File: src/rtl/coupled_pkg.sv
// Shared helpers for the clocked coupled cell.
//
// Purpose:
//   - Sizing of the free-running timestamp counter.
//   - One-hot weight helpers used by the top-level delay calculation.
//
// Contents:
//   MAX_WEIGHTS   widest weight vector the helpers accept
//   ts_width()    timestamp counter width for a given parameter set
//   is_onehot()   1 when exactly one bit of the vector is set
//   onehot_to_idx() index of the set bit of a one-hot vector
package coupled_pkg;

  localparam int MAX_WEIGHTS = 32;

  // Due times never lie more than the largest delay ahead of the counter,
  // so one extra bit beyond that span lets a signed difference order them.
  function automatic int ts_width(input int base_delay, input int s_extra,
                                  input int num_weights);
    return $clog2(base_delay + s_extra + num_weights) + 1;
  endfunction

  function automatic logic is_onehot(input logic [MAX_WEIGHTS-1:0] v);
    return (v != '0) && ((v & (v - MAX_WEIGHTS'(1))) == '0);
  endfunction

  function automatic int onehot_to_idx(input logic [MAX_WEIGHTS-1:0] v);
    int idx;
    idx = 0;
    for (int i = 0; i < MAX_WEIGHTS; i++) begin
      if (v[i]) idx = i;
    end
    return idx;
  endfunction

endpackage

File: src/rtl/clocked_coupled_cell_edge_delay_queue.sv
// One delay path of the coupled cell.
//
// Purpose:
//   Detects edges on in_bit, schedules each one for a due timestamp that is
//   delay cycles ahead (never earlier than one cycle after the previously
//   scheduled edge), and toggles out_bit when the oldest pending edge falls
//   due. Edges arriving with the queue full and no pop in the same cycle are
//   dropped and flagged.
//
// Ports:
//   clk       cell clock
//   rstn      asynchronous active-low reset
//   in_bit    oscillator phase to be delayed
//   ts        shared free-running timestamp
//   delay     delay in cycles for an edge detected this cycle (>= 1)
//   out_bit   delayed phase
//   overflow  sticky: an edge was dropped
module edge_delay_queue
  import coupled_pkg::*;
#(
  parameter int TS_W       = 4,
  parameter int EDGE_DEPTH = 4
) (
  input  logic            clk,
  input  logic            rstn,
  input  logic            in_bit,
  input  logic [TS_W-1:0] ts,
  input  logic [TS_W-1:0] delay,
  output logic            out_bit,
  output logic            overflow
);

  localparam int PTR_W = (EDGE_DEPTH > 1) ? $clog2(EDGE_DEPTH) : 1;
  localparam int CNT_W = $clog2(EDGE_DEPTH + 1);
  localparam logic [PTR_W-1:0] LAST_PTR = PTR_W'(EDGE_DEPTH - 1);
  localparam logic [CNT_W-1:0] FULL_CNT = CNT_W'(EDGE_DEPTH);

  logic             in_q, in_d;
  logic             out_q, out_d;
  logic             ovf_q, ovf_d;
  logic [PTR_W-1:0] head_q, head_d;
  logic [PTR_W-1:0] tail_q, tail_d;
  logic [CNT_W-1:0] count_q, count_d;
  logic [TS_W-1:0]  last_due_q, last_due_d;
  logic [TS_W-1:0]  due_mem_q [EDGE_DEPTH];

  logic            edge_seen;
  logic            pop;
  logic            push;
  logic            full;
  logic [TS_W-1:0] cand_due;
  logic [TS_W-1:0] chained_due;
  logic [TS_W-1:0] due_diff;
  logic [TS_W-1:0] due_new;

  function automatic logic [PTR_W-1:0] next_ptr(input logic [PTR_W-1:0] p);
    return (p == LAST_PTR) ? '0 : p + PTR_W'(1);
  endfunction

  always_comb begin
    edge_seen   = in_bit ^ in_q;
    full        = (count_q == FULL_CNT);
    pop         = (count_q != '0) && (due_mem_q[head_q] == ts);
    cand_due    = ts + delay;
    chained_due = last_due_q + TS_W'(1);
    // Both candidates lie within one delay span of ts, so the sign of the
    // wrapped difference tells which one is later.
    due_diff    = chained_due - cand_due;
    due_new     = cand_due;
    if ((count_q != '0) && !due_diff[TS_W-1]) begin
      due_new = chained_due;
    end

    // A pop in the same cycle frees the slot the new edge needs.
    push = edge_seen && (!full || pop);

    in_d       = in_bit;
    out_d      = out_q ^ pop;
    ovf_d      = ovf_q | (edge_seen & full & ~pop);
    head_d     = pop  ? next_ptr(head_q) : head_q;
    tail_d     = push ? next_ptr(tail_q) : tail_q;
    last_due_d = push ? due_new : last_due_q;
    count_d    = count_q;
    if (push && !pop) begin
      count_d = count_q + CNT_W'(1);
    end else if (pop && !push) begin
      count_d = count_q - CNT_W'(1);
    end
  end

  always_ff @(posedge clk or negedge rstn) begin
    if (!rstn) begin
      in_q       <= 1'b0;
      out_q      <= 1'b0;
      ovf_q      <= 1'b0;
      head_q     <= '0;
      tail_q     <= '0;
      count_q    <= '0;
      last_due_q <= '0;
    end else begin
      in_q       <= in_d;
      out_q      <= out_d;
      ovf_q      <= ovf_d;
      head_q     <= head_d;
      tail_q     <= tail_d;
      count_q    <= count_d;
      last_due_q <= last_due_d;
    end
  end

  // Storage needs no reset: entries are only read while count_q says valid.
  always_ff @(posedge clk) begin
    if (push) begin
      due_mem_q[tail_q] <= due_new;
    end
  end

  assign out_bit  = out_q;
  assign overflow = ovf_q;

endmodule

File: src/rtl/clocked_coupled_cell.sv
// Clocked coupled oscillator cell.
//
// Purpose:
//   Re-emits each edge of the source (sin) and destination (din) phases on
//   sout / dout after a delay set by a one-hot weight and by whether the
//   incoming phase disagrees with the opposite path's delayed output.
//   A mismatch uses delay BASE + k, a match BASE + (NUM_WEIGHTS-1-k), where
//   k is the set weight bit; the s path adds S_EXTRA to BASE.
//
// Ports:
//   clk           cell clock
//   rstn          asynchronous active-low reset
//   sin, din      source / destination phases, synchronous to clk
//   sout, dout    delayed source / destination phases
//   weight_in     new one-hot weight
//   weight_valid  weight_in valid
//   weight_ready  cell accepts a weight (high from the first clk after reset)
//   weight_err    one-cycle pulse: a non-one-hot weight was rejected
//   s_overflow    sticky: an s-path edge was dropped
//   d_overflow    sticky: a d-path edge was dropped
module clocked_coupled_cell
  import coupled_pkg::*;
#(
  parameter int NUM_WEIGHTS = 5,
  parameter int BASE_DELAY  = 2,
  parameter int S_EXTRA     = 1,
  parameter int EDGE_DEPTH  = 4,
  parameter logic [NUM_WEIGHTS-1:0] WEIGHT_RESET = NUM_WEIGHTS'(1) << (NUM_WEIGHTS / 2)
) (
  input  logic                   clk,
  input  logic                   rstn,
  input  logic                   sin,
  input  logic                   din,
  output logic                   sout,
  output logic                   dout,
  input  logic [NUM_WEIGHTS-1:0] weight_in,
  input  logic                   weight_valid,
  output logic                   weight_ready,
  output logic                   weight_err,
  output logic                   s_overflow,
  output logic                   d_overflow
);

  localparam int TS_W   = ts_width(BASE_DELAY, S_EXTRA, NUM_WEIGHTS);
  localparam int BASE_S = BASE_DELAY + S_EXTRA;
  localparam int BASE_D = BASE_DELAY;

  logic [NUM_WEIGHTS-1:0] weight_q, weight_d;
  logic                   ready_q, ready_d;
  logic                   err_q, err_d;
  logic [TS_W-1:0]        ts_q, ts_d;

  logic            transfer;
  logic            weight_ok;
  logic            mismatch_s;
  logic            mismatch_d;
  int              k;
  logic [TS_W-1:0] delay_s;
  logic [TS_W-1:0] delay_d;
  logic            sout_bit;
  logic            dout_bit;

  always_comb begin
    transfer  = weight_valid & ready_q;
    weight_ok = is_onehot(MAX_WEIGHTS'(weight_in));
    weight_d  = (transfer && weight_ok) ? weight_in : weight_q;
    err_d     = transfer & ~weight_ok;
    ready_d   = 1'b1;
    ts_d      = ts_q + TS_W'(1);
  end

  // Delay uses the weight held before this clk, so a weight accepted now
  // only affects edges sampled afterwards.
  always_comb begin
    k          = onehot_to_idx(MAX_WEIGHTS'(weight_q));
    mismatch_s = sin ^ dout_bit;
    mismatch_d = din ^ sout_bit;
    delay_s    = TS_W'(BASE_S + (mismatch_s ? k : NUM_WEIGHTS - 1 - k));
    delay_d    = TS_W'(BASE_D + (mismatch_d ? k : NUM_WEIGHTS - 1 - k));
  end

  always_ff @(posedge clk or negedge rstn) begin
    if (!rstn) begin
      weight_q <= WEIGHT_RESET;
      ready_q  <= 1'b0;
      err_q    <= 1'b0;
      ts_q     <= '0;
    end else begin
      weight_q <= weight_d;
      ready_q  <= ready_d;
      err_q    <= err_d;
      ts_q     <= ts_d;
    end
  end

  edge_delay_queue #(
    .TS_W       (TS_W),
    .EDGE_DEPTH (EDGE_DEPTH)
  ) u_s_path (
    .clk      (clk),
    .rstn     (rstn),
    .in_bit   (sin),
    .ts       (ts_q),
    .delay    (delay_s),
    .out_bit  (sout_bit),
    .overflow (s_overflow)
  );

  edge_delay_queue #(
    .TS_W       (TS_W),
    .EDGE_DEPTH (EDGE_DEPTH)
  ) u_d_path (
    .clk      (clk),
    .rstn     (rstn),
    .in_bit   (din),
    .ts       (ts_q),
    .delay    (delay_d),
    .out_bit  (dout_bit),
    .overflow (d_overflow)
  );

  assign sout         = sout_bit;
  assign dout         = dout_bit;
  assign weight_ready = ready_q;
  assign weight_err   = err_q;

endmodule

File: config.mk
export PLATFORM = sky130hd
export DESIGN_NAME = clocked_coupled_cell
export DESIGN_NICKNAME = d
export VERILOG_FILES = /design/src/rtl/coupled_pkg.sv /design/src/rtl/clocked_coupled_cell_edge_delay_queue.sv /design/src/rtl/clocked_coupled_cell.sv
export SDC_FILE = /design/constraint.sdc
export NUM_CORES = 1
export LEC_CHECK = 0
export ABC_AREA = 1
export CAP_MARGIN = 20
export CORE_MARGIN = 4
export CORE_UTILIZATION = 51
export DETAILED_ROUTE_END_ITERATION = 8
export PLACE_DENSITY = 0.71
export RECOVER_POWER = 100
export SYNTH_ARGS = -nofsm -noshare
export SYNTH_HDL_FRONTEND = slang
export SYNTH_SLANG_ARGS = --single-unit
export TNS_END_PERCENT = 50
File: constraint.sdc
create_clock -name clk -period 10.6 [get_ports clk]
set_input_delay 3.18 -clock clk [delete_from_list [all_inputs] [get_ports clk]]
set_output_delay 3.18 -clock clk [all_outputs]
set_load 0.02 [all_outputs]
After elaboration in Yosys (flattened, before gate mapping). Memory sizes are Yosys's and may differ from the RTL's. Index checks and enable logic that the tools add are counted.

Bits in registers: 39. Bits in writable memories: 32. Output and inout port bits: 6. Memories kept: 2.

Memories: u_d_path.due_mem_q (depth 4, width 4, read ports 1, clocked after Yosys merged registers in 0, write ports 1, RTL line clocked_coupled_cell_edge_delay_queue.sv:45) `logic [TS_W-1:0] due_mem_q [EDGE_DEPTH];`; u_s_path.due_mem_q (depth 4, width 4, read ports 1, clocked after Yosys merged registers in 0, write ports 1, RTL line clocked_coupled_cell_edge_delay_queue.sv:45).

Add/sub/neg operators: 19. Equal/unequal tests: 8. Multiplexer cells: 20. Bitwise gates (word level): 18. Reduce and logical (&&, ||, !) cells: 28.

Operator list (count): 5-bit by 32-bit AND with 32-bit output (1); 32-bit logical NOT (1); 4-bit two-way mux (5); 4-bit by 1-bit adder with 4-bit output (second input constant) (3); 1-bit logical AND (12); 2-bit two-way mux (6); 3-bit two-way mux (4); 2-bit by 1-bit adder with 2-bit output (second input constant) (4); 3-bit by 4-bit adder with 4-bit output (first input constant) (2); 4-bit adder (2); 2-bit == test (second input constant) (4); 4-bit == test (2); 1-bit logical NOT (8); 4-bit subtractor (2); 3-bit by 1-bit adder with 3-bit output (second input constant) (2); 1-bit AND (6); 3-bit == test (second input constant) (2); 3-bit nonzero test (2); 3-bit by 1-bit subtractor with 3-bit output (second input constant) (2); 5-bit by 1-bit subtractor with 6-bit output (second input constant) (1); 1-bit bitwise XOR (6); 1-bit two-way mux (5); 5-bit nonzero test (1); 2-bit nonzero test (2); other kinds (4) (8).

Logic depth before layout (Yosys ltp). Gate-level depths: netlist of run 1.

Word-level depth: 12. Depth in mapped cells: 24.

Modules after synthesis. Synthesis of run 1 repeated with hierarchy kept, for this count alone.

Cell total of the unflattened synthesis: 474. Area, all modules: 4150.2 µm².

Modules (own cells, without submodules): edge_delay_queue (times used 2, cells each 199, area an instance 1780.5 µm², sequential area each 830.8 µm²); clocked_coupled_cell (times used 1, cells each 76, area an instance 589.3 µm², sequential area each 251.5 µm²).

Least setup slack after synthesis of run 1. No wires, ideal clock.

Kind: input-to-reg. From: input sin. To: memory u_s_path.due_mem_q[0][2] (data pin). Library setup time: 271 ps. Arrival: 5546 ps. Slack: 4783 ps. Stages: 15. Cells stage by stage: xor2_1 -> o21ai_0 -> ha_1 -> inv_1 -> ha_1 -> fa_1 -> inv_1 -> ha_1 -> a21oi_1 -> o21ai_0 -> nand3b_1 -> nand2_1 -> nand2_1 -> nand2_1 -> nand2_1.

Cells in the longest elaborated chain, start to end: 8.

RTL lines: start, declared (RTL line clocked_coupled_cell.sv:32) `input logic sin,`; 1-bit bitwise XOR * (RTL line clocked_coupled_cell.sv:76) `mismatch_s = sin ^ dout_bit;`; 4-bit two-way mux * (RTL line clocked_coupled_cell.sv:78) `delay_s = TS_W'(BASE_S + (mismatch_s ? k : NUM_WEIGHTS - 1 - k));`; 3-bit by 4-bit adder with 4-bit output * (RTL line clocked_coupled_cell.sv:78); 4-bit adder * (RTL line clocked_coupled_cell_edge_delay_queue.sv:64) `cand_due = ts + delay;`; 4-bit subtractor (RTL line clocked_coupled_cell_edge_delay_queue.sv:68) `due_diff = chained_due - cand_due;`; 1-bit logical NOT (RTL line clocked_coupled_cell_edge_delay_queue.sv:70) `if ((count_q != '0) && !due_diff[TS_W-1]) begin`; 1-bit logical AND (RTL line clocked_coupled_cell_edge_delay_queue.sv:70); 4-bit two-way mux * (RTL line clocked_coupled_cell_edge_delay_queue.sv:70); net u_s_path.due_new[2] (RTL line clocked_coupled_cell_edge_delay_queue.sv:54) `logic [TS_W-1:0] due_new;`; end, declared (RTL line clocked_coupled_cell_edge_delay_queue.sv:45).

The timed path passes the listed nets; every way through them passes the cells marked *.

Worst setup path after layout of run 1.
From: input sin. To: memory u_s_path.due_mem_q[3][1] (data pin).

Same word-level chain as after synthesis.

==> results of run 1 <==
==> cells in the final DEF (no fill, tap or decap), drive strengths merged <==
master and n:
nor3 2, dfrtp 37, nand3b 3, dlygate4sd3 9, o21a 1, o21bai 2
nand3 43, dfstp 1, xnor2 6, clkinvlp 2, ha 29, o21ai 9
clkdlybuf4s50 5, nor2 31, edfxtp 32, or2 1, nand4 3, a22o 1
mux2 2, fa 4, nand2 160, conb 1, a21oi 14, inv 53
xor2 9, bufinv 2, clkbuf 10, clkinv 3
==> registers in the layout (all words and copies together) (netlist names), 3 cells and up <==
name	cells
u_d_path.last_due_q	4
u_s_path.count_q	3
u_s_path.due_mem_q	16
u_d_path.count_q	3
ts_q	4
weight_q	4
u_d_path.due_mem_q	16
u_s_path.last_due_q	4
==> kinds of logic (layout without fill, tap and decap cells) <==
logic type      count (synthesis)  in the layout  share of synthesized area
flops                          70             70                      0.479
compound gates                 27             27                     0.0423
simple gates                  243            243                      0.268
buf+inv                        56             84                     0.0607
xor+xnor                       15             15                     0.0329
fa+ha+maj                      33             33                      0.111
mux                             2              2                    0.00563
other cells                     1              1                   0.000938
==> worst max path at each step <==
stage	startpoint	cells after the start	endpoint	slack (ns)
4_1_cts	sin	16	u_s_path.due_mem_q[2][2]$_DFFE_PP_	4.23
3_5_place_dp	sin	16	u_s_path.due_mem_q[1][0]$_DFFE_PP_	3.86
3_3_place_gp	sin	16	u_s_path.due_mem_q[1][0]$_DFFE_PP_	3.97
2_1_floorplan	sin	15	u_s_path.due_mem_q[0][2]$_DFFE_PP_	4.78
5_1_grt	sin	18	u_s_path.last_due_q[1]$_DFFE_PN0P_	3.94
6_report	sin	16	u_s_path.due_mem_q[3][1]$_DFFE_PP_	4.13
==> per-layer routing <==
layer  up-vias  GRT usage  share of wire
met4         0     0.0783          0.024
met2        39      0.295           0.48
met5         -          0              0
li1       1483          -              -
met3        15     0.0488          0.042
met1      1336      0.232           0.45
==> metrics by stage <==
step / cells / hold slack [ns] / setup slack [ns] / util / cell area [um2]
4_1_cts: 577 / 0.485 / 4.23 / 0.580 / 4460
5_1_grt: 577 / 0.492 / 3.94 / 0.572 / 4400
2_1_floorplan: 447 / 0.447 / 4.78 / - / 4000
3_5_place_dp: 561 / 0.470 / 3.86 / 0.551 / 4240
3_3_place_gp: 561 / 0.458 / 3.97 / 0.551 / 4240
6_report: 577 / 0.482 / 4.13 / 0.572 / 4400
==> layout make-up <==
| cell class | count | area [um2] |
|---|---|---|
| multi-input cells | 321 | 1780 |
| clock buffers | 9 | 124 |
| flip-flops and latches | 70 | 1910 |
| inverters | 53 | 208 |
| repair buffers | 15 | 144 |
| clock inverters | 7 | 97.6 |
| fillers | 697 | 3290 |
| well taps | 102 | 128 |
==> metrics.md, run 1 <==
| Metric | Value |
|---|---|
| Outcome | finished with violations |
| Failing checks | capacitance limit, slew limit |
| Min-Delay Endpoint | u_d_path.overflow$_DFF_PN0_ |
| Final min period | 6.47 ns |
| First-pass GRT wire length | 13000 um |
| Root Driver | clkbuf_8 |
| R2r setup slk | 6.63 ns |
| Residual DRC count | 0 |
| CTS Buf Count | 9 |
| RSZ-0062 raised after global routing | no |
| Yosys cell types | 34 |
| GRT Total Usage | 0.183 |
| Via Count | 2873 |
| Mapped Cells | 447 |
| Dominant cell by count in the synthesized netlist | nand2_1 |
| Final net count | 513 |
| Crit path kind | input port to register |
| Final Hold Vio Count | 0 |
| Area delta synth->final | 9.95% |
| Die height | 96.5 um |
| Largest net degree at the start of global routing | 39 |
| Die footprint | 0.00932 mm2 |
| Fmax | 0.154 GHz |
| Routed vias/inst | 4.98 |
| WL/cell | 12.7 um |
| Clk sinks | 70 |
| # Post-CTS Setup Buffers | 0 |
| Tcrit/Tclk final | 0.611 |
| Worst path cell trace | dlygate4sd3_1, xor2_1, o21ai_0, ha_1, inv_1, ha_1, fa_1, inv_1, ha_1, a21oi_1, o21ai_0, nand3b_1, nand2_1, nand2_1, nand2_1, nand2_1 |
| Worst R2R End | u_s_path.due_mem_q[3][1]$_DFFE_PP_ |
| Required @ worst endpoint | 10.66 ns |
| Largest area contributor in the netlist | edfxtp_1 |
| CP endpoint kind | register |
| Post-synth top area share | 0.240 |
| Reg2reg start | weight_q[2]$_DFFE_PN1P_ |
| HPWL after DPL | 5450 um |
| Relative slew slack | -0.438 |
| Post-cts sizing count | 0 |
| Fin Clk Skew | 0.00862 ns |
| Max-cap viol count | 1 |
| Fraction of layout cells with a size suffix above 1 | 0.0695 |
| Die width | 96.5 um |
| Avg Inst Size Synth | 8.94 um2 |
| Cell mode on critical path | nand2_1 |
| Final Max Slew Viols | 39 |
| Setup tns final | 0 ns |
| Synthesized flop and latch total | 70 |
| H-Tree Depth | 3 |
| Crit path max-delay family | adder cells |
| TritonCTS clock tree | built |
| Ant diodes | 0 |
| Vias in the first global route | 2931 |
| GP Congestion | 0.778 |
| GRT overflow | 0 |
| Critical path buffer and inverter count | 3 |
| FFs w/ async S/R, synth | 0.543 |
| Reg2reg path depth | 18 |
| Clock Latency Late Sink | 0.34 ns |
| Synth Cell Area | 0.00400 mm2 |
| Worst Hold Launch | u_d_path.overflow$_DFF_PN0_ |
| Hold Path Class | register to register |
| Antenna-violating nets left | 0 |
| Top post-synthesis cells by area | edfxtp_1, dfrtp_1, nand2_1, ha_1, nand3_1 |
| CP max stage cell | dlygate4sd3_1 |
| Hold bufs inserted after CTS | 0 |
| Port bufs | 15 |
| First-iteration detailed-routing DRC count | 193 |
| Drt pass-1 iters | 4 |
| Post-synth EDFFs | 32 |
| Num ports | 16 |
| Routed WL | 7320 um |
| CTS max path bufs | 2 |
| Yosys warnings | 0 |
| Maximum fanout along the worst path | 5 |
| Slew @ Worst Pin | 2.16 ns |
| Final setup violation count | 0 |
| Syn Nets | 490 |
| Core area | 0.00769 mm2 |
| Std cell rows | 32 |
| Antenna violations before repair | 0 |
| Sequential share of the synthesized area | 0.479 |
| Hold depth | 1 |
| Synth Flop Type | dfrtp_1 |
| Slowest stage delay, CP | 0.63 ns |
| Critical Path AT | 6.53 ns |
| Worst-path clk slew | 0.08 ns |
| Top post-synthesis cells by count | nand2_1, inv_1, nand3_1, dfrtp_1, edfxtp_1 |
| Type of origin of the critical path | input port |
| Initial Util | 0.520 |
Power of run 1 is not shown: default switching activity piles up to over one toggle a cycle in this logic, so the estimate is an artifact.
==> run 2: changes to the inputs <==
- clock period: 10.6 -> 6.75 ns (I/O delays scaled with it)
==> run 2 against run 1 <==
Die area did not move; sequential share of layout area did not move; flip-flop and latch count did not move; the flow still finishes with violations (capacitance limit, slew limit); core utilization did not move; routed wire length fell by 3.7%; global-route usage fell by 1.1 points; final cell count did not move; count of clock-buffer cells in the layout did not move; critical path depth did not move; non-clock buffer count did not move.
==> metrics.md, run 2 (synthesis results as in run 1) <==
| Metric | Value |
|---|---|
| Outcome | finished with violations (unchanged) |
| Failing checks | capacitance limit, slew limit (unchanged) |
| Final min period | 5.34 ns |
| Largest net degree at the start of global routing | 39 (unchanged) |
| Reg area | 0.00191 mm2 (unchanged) |
| Tcrit/Tclk final | 0.791 |
| Critical path buffer and inverter count | 3 (unchanged) |
| Antenna-violating nets left | 0 (unchanged) |
| Die footprint | 0.00932 mm2 (unchanged) |
| Final setup violation count | 0 (unchanged) |
| Final net count | 513 (unchanged) |
| Fmax | 0.187 GHz |
| Via Count | 2845 (was 2873) |
| Fin Clk Skew | 0.0130 ns (was 0.00862 ns) |
| Std cell rows | 32 (unchanged) |
| Area delta synth->final | 9.95% (unchanged) |
| Cell mode on critical path | nand2_1 (unchanged) |
| Port bufs | 15 (unchanged) |
| Type of origin of the critical path | input port (unchanged) |
| CTS max path bufs | 2 (unchanged) |
| Root Driver | clkbuf_8 (unchanged) |
| Final Max Slew Viols | 39 (unchanged) |
| Routed WL | 7040 um (was 7320 um) |
| Critical Path AT | 5.38 ns (was 6.53 ns) |
| Num ports | 16 (unchanged) |
| H-Tree Depth | 3 (unchanged) |
| Drt pass-1 iters | 4 (unchanged) |
| # Post-CTS Setup Buffers | 0 (unchanged) |
| Die height | 96.5 um (unchanged) |
| First-pass GRT wire length | 12500 um (was 13000 um) |
| Required @ worst endpoint | 6.79 ns (was 10.66 ns) |
| Initial Util | 0.520 (unchanged) |
| Die width | 96.5 um (unchanged) |
| RSZ-0062 raised after global routing | no (unchanged) |
| GRT overflow | 0 (unchanged) |
| CP endpoint kind | register (unchanged) |
| HPWL after DPL | 5360 um (was 5450 um) |
| WL/cell | 12.2 um (was 12.7 um) |
| Most frequent cells in the layout | nand2_1, inv_1, nand3_1, dfrtp_1, edfxtp_1 (unchanged) |
| Multi-input logic area | 0.00178 mm2 (unchanged) |
| Max-cap viol count | 1 (unchanged) |
| Residual DRC count | 0 (unchanged) |
| Slew @ Worst Pin | 2.15 ns (was 2.16 ns) |
| Routed vias/inst | 4.93 (was 4.98) |
| Worst-path clk slew | 0.08 ns (about the same) |
| Final Hold Vio Count | 0 (unchanged) |
| Clock Latency Late Sink | 0.33 ns (was 0.34 ns) |
| Crit path kind | input port to register (unchanged) |
| Largest regs | u_d_path.due_mem_q: 16 flops, u_s_path.due_mem_q: 16 flops (unchanged) |
| First-iteration detailed-routing DRC count | 160 (was 193) |
| Post-cts sizing count | 0 (unchanged) |
| Ant diodes | 0 (unchanged) |
| Setup tns final | 0 ns (unchanged) |
| Hold bufs inserted after CTS | 0 (unchanged) |
| GP Congestion | 0.778 (unchanged) |
| CTS Buf Count | 9 (unchanged) |
| Clk sinks | 70 (unchanged) |
| Core area | 0.00769 mm2 (unchanged) |
| GRT Total Usage | 0.172 (was 0.183) |
| TritonCTS clock tree | built (unchanged) |
| CP max stage cell | dlygate4sd3_1 (unchanged) |
| Slowest stage delay, CP | 0.62 ns (was 0.63 ns) |
| Fraction of layout cells with a size suffix above 1 | 0.0716 (was 0.0695) |
| Relative slew slack | -0.431 (was -0.438) |
| Crit path max-delay family | adder cells (unchanged) |
| Hold Path Class | register to register (unchanged) |
| Worst path cell trace | dlygate4sd3_1, xor2_1, o21ai_0, ha_1, inv_1, ha_1, fa_1, inv_1, ha_1, a21oi_1, o21ai_0, nand3b_1, nand2_1, nand2_1, nand2_1, nand2_1 (unchanged) |
| Maximum fanout along the worst path | 5 (unchanged) |
| Fillers | 674 (was 697) |
| Antenna violations before repair | 0 (unchanged) |
| Vias in the first global route | 2808 (was 2931) |
| Most common cell after layout, fill and taps aside | nand2_1 (unchanged) |
## run 2: cell type report
class                   count  share of cell area
clock buffers               9              0.0282
flip-flops and latches     70               0.435
inverters                  53              0.0473
well taps                 102              0.0290
repair buffers             15              0.0327
clock inverters             7              0.0222
multi-input cells         321               0.405
## run 2: worst paths after layout
path                            slack (ns)                                 end                   startpoint  cells past startpoint
worst min-delay path                  0.48         u_d_path.overflow$_DFF_PN0_  u_d_path.overflow$_DFF_PN0_                      1
worst max-delay path                  1.41  u_s_path.due_mem_q[3][2]$_DFFE_PP_                          sin                     16
worst min register to register        0.48         u_d_path.overflow$_DFF_PN0_  u_d_path.overflow$_DFF_PN0_                      1
worst max register to register        2.78  u_s_path.due_mem_q[2][2]$_DFFE_PP_      weight_q[2]$_DFFE_PN1P_                     18
max in group asynchronous             3.21             weight_q[1]$_DFFE_PN0P_                         rstn                      1
min in group asynchronous             2.31      u_s_path.head_q[1]$_DFFE_PN0N_                         rstn                      1
## run 2: layer usage
layer	wire length, um	part of all wire	global-route usage
met5	0	0	0
met4	67	0.0095	0.0467
met3	218	0.031	0.0364
met2	3450	0.49	0.290
met1	3310	0.47	0.226
## run 2: stage by stage
stage / instances / cell area, um2 / setup slack [ns] / utilization / hold slack, ns
after global placement: 561 / 4240 / 1.27 / 0.551 / 0.458
after CTS: 577 / 4460 / 1.50 / 0.580 / 0.481
after global routing: 577 / 4400 / 1.22 / 0.572 / 0.492
after floorplan: 447 / 4000 / 2.09 / - / 0.447
after detailed placement: 561 / 4240 / 1.18 / 0.551 / 0.469
final: 577 / 4400 / 1.41 / 0.572 / 0.481
Power of run 2 is left out for the same reason.
==> run 3: changes to the inputs <==
- clock period: 6.75 -> 5.3 ns (I/O delays scaled with it)
==> run 3 against run 2 <==
The flow still finishes with violations (capacitance limit, slew limit); core utilization shrank 0.44 points; critical path depth did not move; global-route usage is 0.52 points higher; sequential share of layout area increased by 0.34 points; setup slack got worse by 1.0 ns; flip-flop and latch count unchanged; register-to-register slack worse by 1.4 ns; die area unchanged; count of clock-buffer cells in the layout is 1 higher; non-clock buffer count is the same; critical path type unchanged; critical endpoint is now u_s_path.due_mem_q[2][0]$_DFFE_PP_.
==> metrics.md, run 3 (synthesis results as in run 1) <==
| Metric | Value |
|---|---|
| GRT overflow | 0 (unchanged) |
| Min-Delay Endpoint | weight_q[2]$_DFFE_PN1P_ (was u_d_path.overflow$_DFF_PN0_) |
| Worst R2R End | u_s_path.due_mem_q[2][0]$_DFFE_PP_ (was u_s_path.due_mem_q[2][2]$_DFFE_PP_) |
| TritonCTS clock tree | built (unchanged) |
| Worst Hold Launch | weight_q[2]$_DFFE_PN1P_ (was u_d_path.overflow$_DFF_PN0_) |
| Final setup violation count | 0 (unchanged) |
| Final net count | 513 (unchanged) |
| Hold depth | 2 (was 1) |
| Setup slack at placement | 0.140 ns (was 1.18 ns) |
| Post-cts sizing count | 0 (unchanged) |
| RSZ-0062 raised after global routing | no (unchanged) |
| GRT Total Usage | 0.177 (was 0.172) |
| Area delta synth->final | 9.11% (was 9.95%) |
| First-pass GRT wire length | 12700 um (was 12500 um) |
| Setup ws final | 0.408 ns (was 1.41 ns) |
| Fin Clk Skew | 0.00851 ns (was 0.0130 ns) |
| Fmax | 0.204 GHz |
| Fillers | 695 (was 674) |
| Die width | 96.5 um (unchanged) |
| Worst-path clk slew | 0.07 ns (was 0.08 ns) |
| Slew @ Worst Pin | 2.14 ns (was 2.15 ns) |
| Final min period | 4.89 ns |
| Type of origin of the critical path | input port (unchanged) |
| HPWL after DPL | 5400 um (was 5360 um) |
| Clk sinks | 70 (unchanged) |
| Drt pass-1 iters | 4 (unchanged) |
| H-Tree Depth | 3 (unchanged) |
| Reg2reg start | weight_q[2]$_DFFE_PN1P_ (unchanged) |
| CP endpoint kind | register (unchanged) |
| CTS max path bufs | 2 (unchanged) |
| First-iteration detailed-routing DRC count | 128 (was 160) |
| Residual DRC count | 0 (unchanged) |
| Num ports | 16 (unchanged) |
| Crit path kind | input port to register (unchanged) |
| Max-cap viol count | 1 (unchanged) |
| Antenna-violating nets left | 0 (unchanged) |
| Root Driver | clkbuf_8 (unchanged) |
| Outcome | finished with violations (unchanged) |
| Routed vias/inst | 5.03 (was 4.93) |
| GP Congestion | 0.778 (unchanged) |
| Relative slew slack | -0.424 (was -0.431) |
| WL/cell | 12.3 um (was 12.2 um) |
| Fraction of layout cells with a size suffix above 1 | 0.0674 (was 0.0716) |
| Largest net degree at the start of global routing | 39 (unchanged) |
| Final Hold Vio Count | 0 (unchanged) |
| Hold bufs inserted after CTS | 0 (unchanged) |
| Initial Util | 0.520 (unchanged) |
| Hold Path Class | register to register (unchanged) |
| Antenna violations before repair | 0 (unchanged) |
| Core area | 0.00769 mm2 (unchanged) |
| Vias in the first global route | 2858 (was 2808) |
| Via Count | 2900 (was 2845) |
| Most common cell after layout, fill and taps aside | nand2_1 (unchanged) |
| Final Max Slew Viols | 39 (unchanged) |
| Tcrit/Tclk final | 0.923 |
| Std cell rows | 32 (unchanged) |
| Most frequent cells in the layout | nand2_1, inv_1, nand3_1, dfrtp_1, edfxtp_1 (unchanged) |
| Ant diodes | 0 (unchanged) |
| Largest regs | u_d_path.due_mem_q: 16 flops, u_s_path.due_mem_q: 16 flops (unchanged) |
| CTS Buf Count | 9 (unchanged) |
| Routed WL | 7100 um (was 7040 um) |
| Critical Path AT | 4.93 ns (was 5.38 ns) |
| Die footprint | 0.00932 mm2 (unchanged) |
| Clock Latency Late Sink | 0.34 ns (was 0.33 ns) |
| R2r setup slk | 1.36 ns (was 2.78 ns) |
| Setup tns final | 0 ns (unchanged) |
| Die height | 96.5 um (unchanged) |
| Port bufs | 15 (unchanged) |
| Required @ worst endpoint | 5.34 ns (was 6.79 ns) |
| Maximum fanout along the worst path | 5 (unchanged) |
| # Post-CTS Setup Buffers | 0 (unchanged) |
| Reg2reg path depth | 18 (unchanged) |
| Failing checks | capacitance limit, slew limit (unchanged) |
run 3: cell types whose count changed in the layout (fill, tap and decap cells not counted):
cell	before	now
clkinvlp_4	1	2
nand2_1	154	155
clkinv_2	0	1
bufinv_16	2	1
clkbuf_1	1	2
clkinv_4	2	1
inv_6	1	0
nand2_2	5	4
run 3: worst max-delay path: stages:
cell and delay [ns]:
dlygate4sd3_1 0.63, xor2_1 0.27, o21ai_0 0.13, ha_1 0.28, inv_1 0.04, ha_1 0.19, fa_1 0.50, inv_1 0.05
ha_1 0.31, a21oi_1 0.14, o21ai_0 0.12, nand3b_1 0.17, nand2_1 0.15, nand2_1 0.14, nand2_1 0.09, nand2_1 0.14
run 3: how the worst max path moves through the flow:
stage | from | end | slack (ns)
after floorplan | sin | u_s_path.due_mem_q[0][2]$_DFFE_PP_ | 1.07
final | sin | u_s_path.due_mem_q[2][0]$_DFFE_PP_ | 0.41
after global placement | sin | u_s_path.due_mem_q[1][0]$_DFFE_PP_ | 0.26
after detailed placement | sin | u_s_path.due_mem_q[1][0]$_DFFE_PP_ | 0.14
after global routing | sin | u_s_path.last_due_q[2]$_DFFE_PN0P_ | 0.24
after CTS | sin | u_s_path.due_mem_q[2][0]$_DFFE_PP_ | 0.51
run 3: final cells by class:
cell class	count	area (um2)	area share
inverter	53	208	0.0476
multi-input combinational	321	1780	0.408
clock buffer	10	128	0.0293
tap	102	128	0.0293
clock inverter	6	62.6	0.0143
sequential	70	1910	0.439
timing repair buffer	15	144	0.0330
run 3: per-stage QoR:
stage / std cells / hold WS [ns] / cell area (um2) / utilization
2_1_floorplan: 447 / 0.447 / 4000 / -
3_3_place_gp: 561 / 0.458 / 4240 / 0.551
3_5_place_dp: 561 / 0.470 / 4240 / 0.551
4_1_cts: 577 / 0.481 / 4430 / 0.576
5_1_grt: 577 / 0.501 / 4360 / 0.567
6_report: 577 / 0.478 / 4360 / 0.567
run 3: routing by layer:
layer  wire (um)  track usage  up-vias  share of wire
li1            -            -     1485              -
met1        3140        0.222     1350           0.44
met2        3450        0.295       51           0.49
met3         357       0.0496       14          0.050
met4         148       0.0619        0          0.021
met5           0            0        -              0
Power of run 3 is left out for the same reason.
